<file path="src/rtl/pipe_pkg.sv">
// Shared types and constants for the pipeline skid stage.
// Latency: none (declarations only).
// Backpressure: not applicable.
package pipe_pkg;

    localparam int DEF_WIDTH   = 32;
    localparam int STALL_CNT_W = 32;

    typedef logic [DEF_WIDTH-1:0] lane_t;

    typedef enum logic [1:0] {
        EMPTY = 2'd0,
        BUSY  = 2'd1,
        FULL  = 2'd2
    } skid_state_t;

endpackage

</file>
<file path="src/rtl/pipe_stage_skid_if.sv">
// Valid/ready bundle link into and out of one pipeline stage.
// Latency: none (wiring only).
// Backpressure: in_ready/out_ready carry the stall in each direction.
interface pipe_stage_skid_if #(
    parameter int LANES = 2,
    parameter int WIDTH = 32
);
    logic             in_valid;
    logic             in_ready;
    logic [LANES-1:0] in_lane_vld;
    logic [WIDTH-1:0] in_data [LANES-1:0];
    logic             out_valid;
    logic             out_ready;
    logic [LANES-1:0] out_lane_vld;
    logic [WIDTH-1:0] out_data [LANES-1:0];

    modport master (
        output in_valid, in_lane_vld, in_data, out_ready,
        input  in_ready, out_valid, out_lane_vld, out_data
    );

    modport slave (
        input  in_valid, in_lane_vld, in_data, out_ready,
        output in_ready, out_valid, out_lane_vld, out_data
    );
endinterface

</file>
<file path="src/rtl/pipe_skid_ctrl.sv">
// Occupancy FSM for the two-entry skid stage; emits register load strobes.
// Latency: handshake outputs are decoded from state only (registered).
// Backpressure: in_ready drops only when both entries are held.
module pipe_skid_ctrl
    import pipe_pkg::*;
(
    input  logic        clk,
    input  logic        rst,
    input  logic        flush,
    input  logic        in_valid,
    input  logic        out_ready,
    output skid_state_t state,
    output logic        in_ready,
    output logic        out_valid,
    output logic        load_main,
    output logic        load_skid,
    output logic        skid_to_main
);
    skid_state_t state_q, state_d;
    logic        in_fire, out_fire;

    assign in_fire  = in_valid & (state_q != FULL);
    assign out_fire = out_ready & (state_q != EMPTY);

    always_ff @(posedge clk) begin
        if (rst) state_q <= EMPTY;
        else     state_q <= state_d;
    end

    always_comb begin
        state_d = state_q;
        if (flush) begin
            state_d = EMPTY;
        end else begin
            case (state_q)
                EMPTY:   if (in_fire) state_d = BUSY;
                BUSY: begin
                    if (in_fire && !out_fire)      state_d = FULL;
                    else if (!in_fire && out_fire) state_d = EMPTY;
                end
                FULL:    if (out_fire) state_d = BUSY;
                default: state_d = EMPTY;
            endcase
        end
    end

    always_comb begin
        state        = state_q;
        in_ready     = (state_q != FULL);
        out_valid    = (state_q != EMPTY);
        load_main    = 1'b0;
        load_skid    = 1'b0;
        skid_to_main = 1'b0;
        if (!flush) begin
            // Main refills from input when it is empty or draining this cycle.
            load_main    = in_fire & ((state_q == EMPTY) | ((state_q == BUSY) & out_fire));
            load_skid    = in_fire & (state_q == BUSY) & ~out_fire;
            skid_to_main = (state_q == FULL) & out_fire;
        end
    end
endmodule

</file>
<file path="src/rtl/pipe_stage_skid.sv">
// N-lane pipeline register with 2-entry skid and flush; PIPE_STAGE_STATS_EN adds stall_cnt.
// Latency: 1 cycle, 1 bundle/cycle sustained.
// Backpressure: in_ready is registered (state != FULL); no comb ready path.
module pipe_stage_skid
    import pipe_pkg::*;
#(
    parameter int LANES = 2,
    parameter int WIDTH = 32
) (
    input  logic                   clk,
    input  logic                   rst,
    input  logic                   flush,
    pipe_stage_skid_if.slave       bus,
    output logic [STALL_CNT_W-1:0] stall_cnt
);
    skid_state_t      state;
    logic             out_valid;
    logic             load_main, load_skid, skid_to_main;
    logic [LANES-1:0] main_vld, skid_vld;
    logic [WIDTH-1:0] main_dat [LANES-1:0];
    logic [WIDTH-1:0] skid_dat [LANES-1:0];
    logic             main_from_skid;

    pipe_skid_ctrl u_ctrl (
        .clk          (clk),
        .rst          (rst),
        .flush        (flush),
        .in_valid     (bus.in_valid),
        .out_ready    (bus.out_ready),
        .state        (state),
        .in_ready     (bus.in_ready),
        .out_valid    (out_valid),
        .load_main    (load_main),
        .load_skid    (load_skid),
        .skid_to_main (skid_to_main)
    );

    assign main_from_skid = (state == FULL);

    // Flush clears only the lane masks; data is don't-care while out_valid is low.
    always_ff @(posedge clk) begin
        if (rst) begin
            main_vld <= '0;
            skid_vld <= '0;
            for (int i = 0; i < LANES; i++) begin
                main_dat[i] <= '0;
                skid_dat[i] <= '0;
            end
        end else if (flush) begin
            main_vld <= '0;
            skid_vld <= '0;
        end else begin
            if (load_main || skid_to_main) begin
                main_vld <= main_from_skid ? skid_vld : bus.in_lane_vld;
                for (int i = 0; i < LANES; i++)
                    main_dat[i] <= main_from_skid ? skid_dat[i] : bus.in_data[i];
            end
            if (load_skid) begin
                skid_vld <= bus.in_lane_vld;
                for (int i = 0; i < LANES; i++)
                    skid_dat[i] <= bus.in_data[i];
            end
        end
    end

    assign bus.out_valid    = out_valid;
    assign bus.out_lane_vld = main_vld;
    assign bus.out_data     = main_dat;

`ifdef PIPE_STAGE_STATS_EN
    logic [STALL_CNT_W-1:0] stall_q;

    always_ff @(posedge clk) begin
        if (rst)
            stall_q <= '0;
        else if (out_valid && !bus.out_ready && (stall_q != {STALL_CNT_W{1'b1}}))
            stall_q <= stall_q + 1'b1;
    end

    assign stall_cnt = stall_q;
`else
    assign stall_cnt = '0;
`endif
endmodule

</file>
<file path="src/flat_wrapper.sv">
// flat-port wrapper written by rule: the top's interface ports become plain ports
module pipe_stage_skid_flat import pipe_pkg::*;
#(
    parameter int LANES = 2,
    parameter int WIDTH = 32
)
  (clk, rst, flush, stall_cnt, bus_in_valid, bus_in_lane_vld, bus_in_data, bus_out_ready, bus_in_ready, bus_out_valid, bus_out_lane_vld, bus_out_data);
  pipe_stage_skid_if #(.LANES(LANES), .WIDTH(WIDTH)) bus_i ();
  input  logic clk;
  input  logic rst;
  input  logic flush;
  output logic [STALL_CNT_W-1:0] stall_cnt;
  input wire logic [$bits(bus_i.in_valid)-1:0] bus_in_valid;
  input wire logic [$bits(bus_i.in_lane_vld)-1:0] bus_in_lane_vld;
  input wire logic [$bits(bus_i.in_data)-1:0] bus_in_data;
  input wire logic [$bits(bus_i.out_ready)-1:0] bus_out_ready;
  output wire logic [$bits(bus_i.in_ready)-1:0] bus_in_ready;
  output wire logic [$bits(bus_i.out_valid)-1:0] bus_out_valid;
  output wire logic [$bits(bus_i.out_lane_vld)-1:0] bus_out_lane_vld;
  output wire logic [$bits(bus_i.out_data)-1:0] bus_out_data;
  assign bus_i.in_valid = bus_in_valid;
  assign bus_i.in_lane_vld = bus_in_lane_vld;
  assign bus_i.in_data = {>>{bus_in_data}};
  assign bus_i.out_ready = bus_out_ready;
  assign bus_in_ready = bus_i.in_ready;
  assign bus_out_valid = bus_i.out_valid;
  assign bus_out_lane_vld = bus_i.out_lane_vld;
  assign bus_out_data = {>>{bus_i.out_data}};
  pipe_stage_skid #(.LANES(LANES), .WIDTH(WIDTH)) u_core (.clk(clk), .rst(rst), .flush(flush), .bus(bus_i), .stall_cnt(stall_cnt));
endmodule
</file>
<file path="config.mk">
export PLATFORM = sky130hd
export DESIGN_NAME = pipe_stage_skid_flat
export DESIGN_NICKNAME = d
export VERILOG_FILES = /design/src/rtl/pipe_pkg.sv /design/src/rtl/pipe_stage_skid_if.sv /design/src/rtl/pipe_skid_ctrl.sv /design/src/rtl/pipe_stage_skid.sv /design/src/flat_wrapper.sv
export SDC_FILE = /design/constraint.sdc
export NUM_CORES = 1
export LEC_CHECK = 0
export ABC_AREA = 1
export BUFFER_PORTS_ARGS = -buffer_cell sky130_fd_sc_hd__buf_2
export CAP_MARGIN = 20
export CORE_UTILIZATION = 35
export CTS_CLUSTER_SIZE = 40
export DETAILED_ROUTE_END_ITERATION = 8
export GPL_TIMING_DRIVEN = 0
export HOLD_SLACK_MARGIN = 0.08
export PLACE_DENSITY = 0.66
export SYNTH_ARGS = -nofsm -noshare
export SYNTH_HDL_FRONTEND = slang
export SYNTH_HIERARCHICAL = 1
export SYNTH_SLANG_ARGS = --single-unit
</file>
<file path="constraint.sdc">
create_clock -name clk -period 15.3 [get_ports clk]
set_input_delay 0.765 -clock clk [delete_from_list [all_inputs] [get_ports clk]]
set_output_delay 0.765 -clock clk [all_outputs]
set_load 0.05 [all_outputs]
</file>
### After elaboration in Yosys (flattened, before gate mapping)

Memory sizes are Yosys's and may differ from the RTL's.
Cells that the tools add are included.

| storage, ports and cells | value |
|---|---|
| register bits after elaboration | 70 |
| RAM bits | 64 |
| input port bits | 71 |
| output and inout port bits | 100 |
| logic and storage cells | 53 |
| memories | 1 |

Memories:

| memory | words | bits a word | read ports | clocked after Yosys merged registers in | write ports | line | source |
|---|---|---|---|---|---|---|---|
| u_core.skid_dat | 2 | 32 | 2 | 0 | 2 | pipe_stage_skid.sv:21 | `logic [WIDTH-1:0] skid_dat [LANES-1:0];` |

| operators by class | value |
|---|---|
| equality and inequality tests | 6 |
| multiplexer cells | 19 |
| bitwise operators | 12 |
| reductions and logical operators | 10 |

Operators by type and width:

| operator | count |
|---|---|
| $mux 32 | 4 |
| $mux 2 | 5 |
| $mux 1 | 9 |
| $and 1x1->1 | 7 |
| $ne 2x2->1 const B | 3 |
| $pmux 2 s3 | 1 |
| $ne 3x3->1 const B | 1 |
| $or 1x1->1 | 3 |
| $reduce_and 3->1 | 1 |
| $eq 2x1->1 const B | 1 |
| $eq 2x2->1 const B | 1 |
| $logic_and 1x1->1 | 2 |
| $logic_not 1->1 | 2 |
| $logic_not 2->1 | 1 |
| $not 1->1 | 2 |
| $reduce_and 2->1 | 1 |
| $reduce_bool 2->1 | 1 |
| $reduce_or 2->1 | 1 |
| $logic_or 1x1->1 | 1 |

### Longest topological paths before layout

| logic depth | value |
|---|---|
| depth in word-level cells | 10 |
| mapped depth | 11 |
| mapped depth without buffers | 10 |

### Hierarchy

The synthesis kept the hierarchy.

By module, submodules not included:

| module | times used | cells each | area an instance (um^2) | seq. area each (um^2) |
|---|---|---|---|---|
| pipe_stage_skid | 1 | 942 | 6578.8 | 3283.1 |
| pipe_skid_ctrl | 1 | 25 | 136.4 | 40.0 |

### Worst setup path before layout

OpenSTA, ideal clock, no wires.

| path | value |
|---|---|
| kind | input to register |
| start | input bus_out_ready |
| end | memory u_core.skid_dat[0][0], enable pin |
| setup time | 0.574 ns |
| arrival time | 5.811 ns |
| data required time | 14.726 ns |
| path slack | 8.915 ns |
| stages | 7 |
| buffers on the path | 0 |
| path through | inv_1 nand2_1 inv_1 nand2_2 nor2_1 inv_1 o21ai_0 |

RTL lines:

| item | line | source |
|---|---|---|
| start: declaration | flat_wrapper.sv:16 | `input wire logic [$bits(bus_i.out_ready)-1:0] bus_out_ready;` |
| end: declaration | pipe_stage_skid.sv:21 |  |

==> metrics.md <==
| Metric | Value |
|---|---|
| Max VDD drop | `0.07381 mV` |
| Clk buf depth | `2` |
| CTS Hold Bufs | `0` |
| Number of port buffers | `138` |
| Final Hold Fails | `0` |
| CP Class | `in -> reg` |
| Fin crit period | `2212 ps` |
| Die X | `140.5 microns` |
| P&R area growth vs syn | `25.21%` |
| TritonCTS clock tree | `done` |
| CTS resizes | `0` |
| Fin crit share | `14.46%` |
| IO Count | `171` |
| GRT overflow | `0` |
| Critical Path Source Type | `primary input` |
| Vias in the first global route | `4909` |
| Synth cell types | `20` |
| Clock sinks | `134` |
| Finished Core Util | `44.80%` |
| Die Height | `140.5 microns` |
| Initial antenna violation count | `1` |
| Slew Viols, Final | `0` |
| Core Area | `0.01877 sq mm` |
| Num CTS Buffers | `17` |
| Largest net degree at the start of global routing | `28` |
| Drt pass-1 iters | `4` |
| Routability cong. | `0.7632` |
| HP Class | `reg -> reg` |
| Clock latency at the later pin of the worst-skew pair | `410 ps` |
| 1st-iter DRT viols | `193` |
| Antenna diode count | `0` |
| Antenna viol nets, final | `0` |
| First-pass GRT wire length | `24550 microns` |
| Initial Util | `35.78%` |
| Routed len/inst | `10.89 microns` |
| Max FO, Critical Path | `27` |
| Dpl ws | `12640 ps` |
| Post-Place Cells | `1372` |
| Final setup violating endpoints | `0` |
| Nets@finish | `1228` |
| Share of cells above drive strength 1 | `20.62%` |
| CP required | `15400 ps` |
| Post-route DRC | `0` |
| Avg Cell Area, Syn | `6.944 sq um` |
| Fin Setup TNS | `0 ps` |
| FMAX | `0.4521 GHz` |
| Design area | `0.008408 sq mm` |
| Final Power | `0.9094 mW` |
| Filler cells | `1969` |
| Sequential fraction of the synthesis area | `49.49%` |
| Clock Skew | `12.35 ps` |
| Power Density | `108.2 mW/mm^2` |
| Synth warnings | `6` |
| Total Wirelength | `15280 microns` |
| Worst relative slew slack | `62.77%` |
| Status | `finished clean` |
| Critical Path AT | `2320 ps` |
| Leakage | `4.814 nW` |
| Flop and latch count out of synthesis | `134` |
| Crit end category | `register` |
| Max-Cap Viols | `0` |
| Full die area | `0.01974 sq mm` |
| Rows | `50` |
| CTS H-tree lvls | `4` |
| Vias per cell | `3.944` |
| Cell Count, Final, Fillers Out | `1403` |
| Area of the multi-input gates | `0.002263 sq mm` |
| Final setup margin | `13090 ps` |
| FF/Latch Area | `0.003323 sq mm` |
| Post-CTS Setup Repair Bufs | `0` |
| HPWL Detailed | `10720 microns` |
| Routed via count | `5533` |
| Clk root buf | `clkbuf_16` |
| Synthesized area | `0.006715 sq mm` |
| Min Hold Slack | `467.7 ps` |
| RSZ-0062 raised after global routing | `no` |
| Clock transition at path regs | `60 ps` |
| Placed cell areas | `0.007866 sq mm` |
| Total track usage | `16.23%` |
| Cells after Synth | `967` |
| Least-Margin Pin Slew | `556.3 ps` |
## layer usage
| metal | vias to the layer above | part of all wire, % | global-route usage [%] |
|---|---|---|---|
| li1 | 3076 | - | - |
| met1 | 2338 | 48 | 20.37 |
| met2 | 103 | 47 | 27.03 |
| met3 | 14 | 4.0 | 4.376 |
| met4 | 2 | 1.0 | 5.320 |
| met5 | - | 0.052 | 0 |
## Yosys cell counts
cell,n,area share (%)
nor2_4,1,0.17
dfxtp_1,70,21
buf_1,2,0.11
inv_2,1,0.056
a21boi_1,1,0.11
buf_6,7,1.2
nor3_1,1,0.074
buf_4,36,4.0
nand3_1,6,0.45
buf_2,26,1.9
nand2_1,271,15
nand2_2,3,0.28
nor2_1,268,15
nand2_4,1,0.17
edfxtp_1,64,29
inv_1,204,11
a21oi_1,2,0.15
o21ai_0,1,0.074
conb_1,1,0.056
nand3_2,1,0.15
## flip-flops by register name (all words and copies together) (netlist names)
signal	flops
u_core/bus.out_data	64
u_core/u_ctrl/state	2
u_core/bus.out_lane_vld	2
u_core/skid_dat	64
u_core/skid_vld	2
## cells in the final DEF, fill, tap and decap left out
master | Yosys | final
nand2_1 | 271 | 271
nor2_1 | 268 | 268
inv_1 | 204 | 204
buf_2 | 26 | 164
dfxtp_1 | 70 | 70
edfxtp_1 | 64 | 64
buf_4 | 36 | 36
conb_1 | 1 | 32
clkbuf_16 | 0 | 17
clkbuf_1 | 0 | 7
buf_6 | 7 | 7
nand3_1 | 6 | 6
clkbuf_8 | 0 | 3
nand2_2 | 3 | 3
buf_1 | 2 | 2
a21oi_1 | 2 | 2
buf_12 | 0 | 2
bufinv_16 | 0 | 1
clkinv_2 | 0 | 1
clkinvlp_4 | 0 | 1
inv_4 | 0 | 1
o21ai_4 | 0 | 1
nand2_4 | 1 | 1
inv_2 | 1 | 1
nor2_4 | 1 | 1
nand3_2 | 1 | 1
nor3_1 | 1 | 1
a21boi_1 | 1 | 1
## final cells by class
| type | instances | area share [%] |
|---|---|---|
| sequential | 134 | 39.52 |
| multi-input combinational | 588 | 26.92 |
| clock inverter | 4 | 0.5804 |
| clock buffer | 27 | 5.863 |
| buffer | 71 | 5.789 |
| timing repair buffer | 140 | 8.690 |
| tap | 234 | 3.482 |
| inverter | 205 | 9.152 |
## critical path, stage by stage
cell     delay, ps
buf_2          100
inv_1           60
nand2_1         60
inv_1           80
nand2_2         60
nor2_1         260
inv_1          150
o21ai_4        480
buf_12         280
## kinds of logic after synthesis
| kind of cell | synth area share [%] |
|---|---|
| compound gates | 0.3354 |
| buf+inv | 18.71 |
| flops | 49.49 |
| other cells | 0.05584 |
| simple gates | 31.41 |
## path summary, 6_finish.rpt
| kind | end | slack (ps) | startpoint | cells after the start |
|---|---|---|---|---|
| min | u_core/skid_vld[1] | 470 | u_core/skid_vld[1] | 2 |
| max reg2reg | u_core/skid_dat[0][55] | 13170 | u_core/u_ctrl/state[1] | 6 |
| min reg2reg | u_core/skid_vld[1] | 470 | u_core/skid_vld[1] | 2 |
| max | u_core/skid_dat[0][55] | 13090 | bus_out_ready | 9 |
## power by group
| part | total, mW | internal, mW | leakage [nW] | switching [mW] |
|---|---|---|---|---|
| sequential | 0.398 | 0.391 | 1.22 | 0.00633 |
| clock | 0.383 | 0.236 | 0.262 | 0.147 |
| combinational | 0.129 | 0.0363 | 3.33 | 0.0924 |
Power figures use the tool's default switching activity.
